File: config.mk
export PLATFORM = sky130hd
export DESIGN_NAME = leaf_tri_fetch
export DESIGN_NICKNAME = d
export VERILOG_FILES = /design/src/rtl/leaf_tri_fetch.sv
export SDC_FILE = /design/constraint.sdc
export NUM_CORES = 1
export LEC_CHECK = 0
export CORE_UTILIZATION = 50
export CTS_CLUSTER_DIAMETER = 200
export DETAILED_ROUTE_END_ITERATION = 8
export GPL_TIMING_DRIVEN = 0
export PLACE_DENSITY = 0.84
export SYNTH_ARGS = -nofsm -noshare
export SYNTH_HDL_FRONTEND = slang
export SYNTH_SLANG_ARGS = --single-unit
File: constraint.sdc
create_clock -name clk -period 9.7 [get_ports clk]
set_input_delay 2.91 -clock clk [delete_from_list [all_inputs] [get_ports clk]]
set_output_delay 2.91 -clock clk [all_outputs]
set_load 0.01 [all_outputs]
File: src/rtl/leaf_tri_fetch.sv
// Leaf triangle fetch: takes one BVH leaf descriptor, streams each triangle's words from the scene ROM
// and hands out one assembled triangle per transfer. Optional counters when LEAF_TRI_FETCH_STATS_EN is defined.
module leaf_tri_fetch #(
    parameter int ADDR_W        = 17,
    parameter int DATA_W        = 32,
    parameter int WORDS_PER_TRI = 9,
    parameter int TRI_BASE_ADDR = 0,
    parameter int CNT_W         = 4,
    parameter int IDX_W         = 16,
    parameter int RAY_W         = 8,
    parameter int ROM_LAT       = 2
) (
    input  logic                              clk,
    input  logic                              reset,
    input  logic                              leaf_valid,
    output logic                              leaf_ready,
    input  logic [RAY_W-1:0]                  leaf_ray_id,
    input  logic [IDX_W-1:0]                  leaf_tri_base,
    input  logic [CNT_W-1:0]                  leaf_tri_count,
    output logic [ADDR_W-1:0]                 rom_addr,
    output logic                              rom_rden,
    input  logic [DATA_W-1:0]                 rom_q,
    output logic                              tri_valid,
    input  logic                              tri_ready,
    output logic [WORDS_PER_TRI*DATA_W-1:0]   tri_data,
    output logic [IDX_W-1:0]                  tri_id,
    output logic [RAY_W-1:0]                  tri_ray_id,
    output logic                              tri_last
`ifdef LEAF_TRI_FETCH_STATS_EN
    ,
    output logic [31:0]                       stat_tris,
    output logic [31:0]                       stat_leaves,
    output logic [31:0]                       stat_stall
`endif
);

    localparam int KW = (WORDS_PER_TRI > 1) ? $clog2(WORDS_PER_TRI) : 1;
    localparam logic [KW-1:0]    K_LAST  = KW'(WORDS_PER_TRI - 1);
    localparam logic [KW-1:0]    K_ONE   = KW'(1);
    localparam logic [CNT_W-1:0] CNT_ONE = CNT_W'(1);
    localparam logic [IDX_W-1:0] IDX_ONE = IDX_W'(1);

    typedef enum logic [1:0] {
        S_IDLE,
        S_FETCH,
        S_EMIT
    } state_t;

    state_t state_q, state_d;

    logic [RAY_W-1:0]  ray_q, ray_d;
    logic [IDX_W-1:0]  cur_q, cur_d;
    logic [CNT_W-1:0]  cnt_q, cnt_d;
    logic [CNT_W-1:0]  i_q, i_d;
    logic [ADDR_W-1:0] rom_addr_q, rom_addr_d;
    logic              rom_rden_q, rom_rden_d;
    logic [KW-1:0]     iss_k_q, iss_k_d;
    logic [ROM_LAT-1:0] vld_q, vld_d;
    logic [KW-1:0]     kidx_q [ROM_LAT];
    logic [KW-1:0]     kidx_d [ROM_LAT];
    logic [DATA_W-1:0] words_q [WORDS_PER_TRI];
    logic [DATA_W-1:0] words_d [WORDS_PER_TRI];

    logic          cap;
    logic [KW-1:0] cap_k;
    logic          last_tri;

    // First word address of a triangle; all arithmetic is modulo 2^ADDR_W.
    function automatic logic [ADDR_W-1:0] tri_addr(input logic [IDX_W-1:0] idx);
        logic [ADDR_W-1:0] a;
        a = ADDR_W'(idx);
        return ADDR_W'(TRI_BASE_ADDR) + a * ADDR_W'(WORDS_PER_TRI);
    endfunction

    assign cap      = vld_q[ROM_LAT-1];
    assign cap_k    = kidx_q[ROM_LAT-1];
    assign last_tri = (i_q == (cnt_q - CNT_ONE));

    always_comb begin
        state_d    = state_q;
        ray_d      = ray_q;
        cur_d      = cur_q;
        cnt_d      = cnt_q;
        i_d        = i_q;
        rom_addr_d = rom_addr_q;
        rom_rden_d = 1'b0;
        iss_k_d    = iss_k_q;
        words_d    = words_q;

        // Read-return tracker: tags each issued address with its word slot until the data arrives.
        vld_d[0]  = rom_rden_q;
        kidx_d[0] = iss_k_q;
        for (int unsigned j = 1; j < ROM_LAT; j++) begin
            vld_d[j]  = vld_q[j-1];
            kidx_d[j] = kidx_q[j-1];
        end

        if (cap) begin
            words_d[cap_k] = rom_q;
        end

        case (state_q)
            S_IDLE: begin
                if (leaf_valid) begin
                    ray_d = leaf_ray_id;
                    cur_d = leaf_tri_base;
                    cnt_d = leaf_tri_count;
                    i_d   = '0;
                    if (leaf_tri_count != '0) begin
                        state_d    = S_FETCH;
                        rom_rden_d = 1'b1;
                        rom_addr_d = tri_addr(leaf_tri_base);
                        iss_k_d    = '0;
                    end
                end
            end
            S_FETCH: begin
                if (rom_rden_q && (iss_k_q != K_LAST)) begin
                    rom_rden_d = 1'b1;
                    rom_addr_d = rom_addr_q + ADDR_W'(1);
                    iss_k_d    = iss_k_q + K_ONE;
                end
                if (cap && (cap_k == K_LAST)) begin
                    state_d = S_EMIT;
                end
            end
            S_EMIT: begin
                if (tri_ready) begin
                    if (last_tri) begin
                        state_d = S_IDLE;
                    end else begin
                        // Address register is loaded here so the next fetch issues in the following cycle.
                        state_d    = S_FETCH;
                        cur_d      = cur_q + IDX_ONE;
                        i_d        = i_q + CNT_ONE;
                        rom_rden_d = 1'b1;
                        rom_addr_d = tri_addr(cur_q + IDX_ONE);
                        iss_k_d    = '0;
                    end
                end
            end
            default: state_d = S_IDLE;
        endcase
    end

    always_ff @(posedge clk) begin
        if (reset) begin
            state_q    <= S_IDLE;
            ray_q      <= '0;
            cur_q      <= '0;
            cnt_q      <= '0;
            i_q        <= '0;
            rom_addr_q <= '0;
            rom_rden_q <= 1'b0;
            iss_k_q    <= '0;
            vld_q      <= '0;
            kidx_q     <= '{default: '0};
            words_q    <= '{default: '0};
        end else begin
            state_q    <= state_d;
            ray_q      <= ray_d;
            cur_q      <= cur_d;
            cnt_q      <= cnt_d;
            i_q        <= i_d;
            rom_addr_q <= rom_addr_d;
            rom_rden_q <= rom_rden_d;
            iss_k_q    <= iss_k_d;
            vld_q      <= vld_d;
            kidx_q     <= kidx_d;
            words_q    <= words_d;
        end
    end

    assign leaf_ready = (state_q == S_IDLE);
    assign tri_valid  = (state_q == S_EMIT);
    assign tri_last   = tri_valid && last_tri;
    assign tri_id     = cur_q;
    assign tri_ray_id = ray_q;
    assign rom_addr   = rom_addr_q;
    assign rom_rden   = rom_rden_q;

    always_comb begin
        tri_data = '0;
        for (int unsigned k = 0; k < WORDS_PER_TRI; k++) begin
            tri_data[DATA_W*k +: DATA_W] = words_q[k];
        end
    end

`ifdef LEAF_TRI_FETCH_STATS_EN
    logic [31:0] stat_tris_q, stat_tris_d;
    logic [31:0] stat_leaves_q, stat_leaves_d;
    logic [31:0] stat_stall_q, stat_stall_d;

    always_comb begin
        stat_tris_d   = stat_tris_q;
        stat_leaves_d = stat_leaves_q;
        stat_stall_d  = stat_stall_q;
        if (tri_valid && tri_ready && (stat_tris_q != '1)) begin
            stat_tris_d = stat_tris_q + 32'd1;
        end
        if (leaf_ready && leaf_valid && (stat_leaves_q != '1)) begin
            stat_leaves_d = stat_leaves_q + 32'd1;
        end
        if (tri_valid && !tri_ready && (stat_stall_q != '1)) begin
            stat_stall_d = stat_stall_q + 32'd1;
        end
    end

    always_ff @(posedge clk) begin
        if (reset) begin
            stat_tris_q   <= '0;
            stat_leaves_q <= '0;
            stat_stall_q  <= '0;
        end else begin
            stat_tris_q   <= stat_tris_d;
            stat_leaves_q <= stat_leaves_d;
            stat_stall_q  <= stat_stall_d;
        end
    end

    assign stat_tris   = stat_tris_q;
    assign stat_leaves = stat_leaves_q;
    assign stat_stall  = stat_stall_q;
`endif

endmodule

* After elaboration in Yosys (flattened, before gate mapping) *
Index checks and enable logic that the tools add are counted.

cells by class
  $lt $le $gt $ge = 2
  $add $sub $neg = 5
  multiplexer cells = 35
  $mul = 2
  equality and inequality tests = 11
  reduce and logical (&&, ||, !) cells = 12
  bitwise logic cells = 1

operator list
  kind                                                                  number
  288-bit bitwise mux                                                   1
  32-bit demux with 4-bit select                                        1
  17-bit two-way mux                                                    5
  17-bit case mux with 3 select lines                                   1
  16-bit two-way mux                                                    3
  16-bit by 4-bit multiplier with 17-bit output, second input constant  2
  32-bit two-way mux                                                    1
  4-bit two-way mux                                                     8
  16-bit case mux with 2 select lines                                   1
  17-bit by 1-bit adder with 17-bit output, second input constant       1
  16-bit by 1-bit adder with 16-bit output, second input constant       1
  4-bit case mux with 3 select lines                                    1
  4-bit by 1-bit adder with 4-bit output, second input constant         2
  2-bit two-way mux                                                     4
  2-bit != test, second input constant                                  4
  4-bit case mux with 2 select lines                                    1
  4-bit AND reduction                                                   2
  1-bit two-way mux                                                     6
  2-bit case mux with 3 select lines                                    1
  6-bit AND reduction                                                   1
  5-bit greater-or-equal comparator, second input constant              1
  5-bit by 1-bit < comparator with 1-bit output, second input constant  1
  4-bit inverter with 5-bit output                                      1
  4-bit equality test                                                   1
  13 further kinds                                                      17

storage, ports and cells
  flip-flop bits (word level) = 354

* Depth between registers and ports, before layout *
  depth after elaboration = 6
  gate-level depth with buffers = 14

* Least setup slack after synthesis *
No wires, ideal clock.

  path type = input-to-reg
  start point = input port leaf_tri_base[1]
  end point = register rom_addr_q[12], in the netlist rom_addr[12]
  path slack = 4563 ps
  stages on the path = 9
  setup time = 79 ps
  required time = 9621 ps
  arrival time = 5058 ps
  path buffers = 0
  cell sequence = ha_1 -> ha_1 -> fa_1 -> a21oi_1 -> o21ai_0 -> a2111oi_0 -> o21ai_0 -> a31o_1 -> a211oi_2

between the ends
  word-level cells in the longest chain between the ends = 4

RTL lines
  what                                           line  text
  from (decl)                                    18    input logic [IDX_W-1:0] leaf_tri_base,
  16-bit by 4-bit multiplier with 17-bit output  72    return ADDR_W'(TRI_BASE_ADDR) + a * ADDR_W'(WORDS_PER_TRI);
  17-bit two-way mux                             109   if (leaf_tri_count != '0) begin
  17-bit two-way mux                             104   if (leaf_valid) begin
  17-bit case mux with 3 select lines            102   case (state_q)
  to (signal assigned)                           165   rom_addr_q <= rom_addr_d;
  to (decl)                                      55    logic [ADDR_W-1:0] rom_addr_q, rom_addr_d;

Every way passes these cells. The select of a mux whose other input is x is not followed.
A chain may end at the register's enable or synchronous reset.

* Worst setup path after layout *
  start point = register state_q[0]
  end point = output port tri_last

between the ends
  word-level cells in the longest chain between the ends = 2

RTL lines
  what                    line  text
  from (decl)             49    state_t state_q, state_d;
  from (signal assigned)  160   state_q <= state_d;
  2-bit equality test     175   assign tri_valid = (state_q == S_EMIT);
  1-bit logical AND       176   assign tri_last = tri_valid && last_tri;
  to (decl)               28    output logic tri_last

Every way passes these cells.

==> impl_metrics.json <==
{
  "status": "finished, final reports clean",
  "worst_setup_path_start_kind": "flop",
  "p_int_mw": 2.50,
  "start_util_pct": 51.0,
  "clockBufferDepth": 3,
  "grt_max_degree": 15,
  "viasPerCell": 5.69,
  "crit_top_cell": "inv_1",
  "gr-usage-all-layers_pct": 34.7,
  "post_cts_resized": 0,
  "synth_mux_area_share_pct": 0.486,
  "final-instance-count-excl-fill": 2783,
  "grt_pass1_wl_um": 83200,
  "grt_pass1_vias": 14572,
  "cts_root_buf": "clkbuf_16",
  "p_switching_uw": 919,
  "postCtsSetupRepairBufs": 0,
  "fin_hold_ws_ns": 0.448,
  "place.detailed.instances": 2717,
  "tightestPinTransition_ns": 1.32,
  "finalSetupViolCount": 0,
  "cp.arrival_ns": 3.30,
  "rows": 63,
  "leakagePower_nw": 7.02,
  "io_pins": 397,
  "grt_overflow": 0,
  "synth_top_family_by_area": "simple AND/OR/NAND/NOR gates",
  "clkPwrFrac_pct": 43.0,
  "skew_ns": 0.0151,
  "htreeDepth": 2,
  "post-dp-hpwl_um": 40800,
  "switching_share_pct": 26.9,
  "finish.utilization_pct": 69.2,
  "via_count": 15849,
  "synth_area_um2": 15200,
  "final_cell_mix": "nand2_1, clkdlybuf4s50_1, dfxtp_1, a21oi_1, clkbuf_1",
  "async_flop_share_pct": 0,
  "drv_slew": 0,
  "die_h_um": 176,
  "synthCells": 1964,
  "max_slew_margin_pct": 11.3,
  "cts_hold_buf": 0,
  "coreArea_um2": 29800,
  "insertion_delay_ns": 0.54,
  "cpPeakStageDelay_ns": 0.57,
  "syn_avg_cell_area_um2": 7.74,
  "drive_gt1_share_pct": 4.10,
  "synth-simple-area-share_pct": 23.3,
  "synth_edf_count": 0,
  "pwr-share-comb_pct": 12.5,
  "routedWlPerCell_um": 20.0,
  "crit_type": "reg2out",
  "max_freq_ghz": 0.161,
  "p_per_area_nw_per_um2": 166,
  "clkTransAtPathRegs_ns": 0.07,
  "insertedDiodeCount": 0,
  "final_common_cell": "nand2_1",
  "antenna_left": 0,
  "die_area_um2": 31100,
  "vdd_ir_drop_max_v": 0.000145,
  "clock_sink_count": 354,
  "antenna_found_initial": 0,
  "ys_seq_area_share_pct": 46.6,
  "wl_um": 55700,
  "crit_chain": "inv_1 > ha_1 > inv_1 > clkbuf_1 > buf_1 > nor3_1 > clkdlybuf4s50_1",
  "nFillCells": 2361,
  "area_growth_pct": 35.6,
  "synth_compound_area_share_pct": 17.1,
  "hold_viol": 0,
  "ys_ff_latch": 354,
  "syn-num-nets": 2085,
  "drt_iter0_markers": 1441,
  "pwr-share-seq_pct": 44.5,
  "synth-adder-area-share_pct": 4.79,
  "numPortBuffers": 363,
  "grt_setup_unrepaired": "false",
  "synth_ff_type": "dfxtp_1",
  "chipWidth_um": 176,
  "min_path_type": "reg2reg",
  "tritoncts": "done",
  "critPathMaxFanout": 10,
  "yosysWarningCount": 0,
  "crit_slowest_cell": "clkbuf_1",
  "min_period_ns": 6.21,
  "drc": 0,
  "dr.pass1.iters": 6,
  "synth_cell_type_count": 72,
  "timing.setup.tns_ns": 0,
  "synth_xor_area_share_pct": 2.94,
  "gp_congestion": 0.946,
  "maxCapViolations": 0,
  "fin_nets": 2487,
  "worstPathRequired_ns": 6.79,
  "cts_buffers": 37,
  "crit_path_end_kind": "output pin",
  "finalCritPeriodShare_pct": 64.0
}
## flip-flops by register name (all words and copies together) (netlist names), 4 cells and up
register and flops:
iss_k_q 4, i_q 4, rom_addr 17, tri_ray_id 8, cnt_q 4, kidx_d 4, tri_id 16, cap_k 4
tri_data 288
## power by group through the flow
stage	logic [mW]	clock network, mW	registers (mW)
floorplan	0.241	0	1.56
global placement	0.414	0	1.55
detailed placement	0.419	0	1.55
CTS	0.422	1.48	1.52
global route	0.462	1.54	1.53
finish	0.429	1.47	1.52
## cell families (layout without fill, tap and decap cells)
logic type,count (synthesis),in the layout
fa+ha+maj,57,57
xor+xnor,47,47
compound gates,461,461
flops,354,354
simple gates,853,853
buf+inv,185,614
mux,7,7
## path summary, 6_finish.rpt
check,start,to,slack [ns],cells past startpoint
worst min register to register,kidx_d[0],cap_k[0],0.45,1
worst max-delay path,state_q[0],tri_last,3.49,7
worst min-delay path,kidx_d[0],cap_k[0],0.45,1
worst max register to register,tri_id[0],rom_addr[12],5.37,12
## area by class of cell
type	count	area, µm²	share of cell area, %
sequential	354	7090	34.4
multi-input combinational	1425	7400	35.9
timing repair buffer	363	3630	17.6
inverter	29	109	0.528
clock inverter	11	131	0.638
buffer	156	614	2.98
tap	390	488	2.37
clock buffer	55	1140	5.55
## cells in the mapped netlist, types with 5 or more instances
cell type	n	area (µm²)
xor2_1	22	193
xnor2_1	22	193
a21oi_1	350	1750
or3_1	11	68.8
o31ai_1	8	60.1
nand4_1	11	68.8
buf_2	8	40.0
nand2_1	674	2530
ha_1	55	688
nor2b_1	16	100
dfxtp_1	354	7090
and2_1	6	37.5
o211ai_1	14	105
nand3b_1	6	45.0
o21a_1	5	37.5
nor4_1	6	37.5
nand2b_1	10	62.6
o21ai_0	23	115
nor2_1	56	210
nor3_1	17	85.1
a21o_1	5	37.5
clkbuf_1	144	541
inv_1	28	105
a221oi_1	5	43.8
nand3_1	22	110
a211oi_1	8	60.1
## layer usage
layer  share of wire [%]  track usage (%)
met5                   0                0
met3                 9.1             6.16
met1                  39             43.1
met2                  47             58.0
met4                 5.0             16.9
## critical path: cells and delay by family (launching register included)
| family | cells | cell delay (ns) |
|---|---|---|
| simple gates | 1 | 0.15 |
| fa+ha+maj | 1 | 0.34 |
| buf+inv | 5 | 1.88 |
| flops | 1 | 0.39 |
## metrics by stage
step                instance area (µm²)  power (mW)  setup slack, ns
floorplan                         15200        1.80             4.56
global placement                  19300        1.97             3.72
detailed placement                19300        1.97             3.64
CTS                               20600        3.42             3.55
global route                      20600        3.53             3.35
finish                            20600        3.42             3.49
No activity file was read; power rests on OpenSTA's default activity.
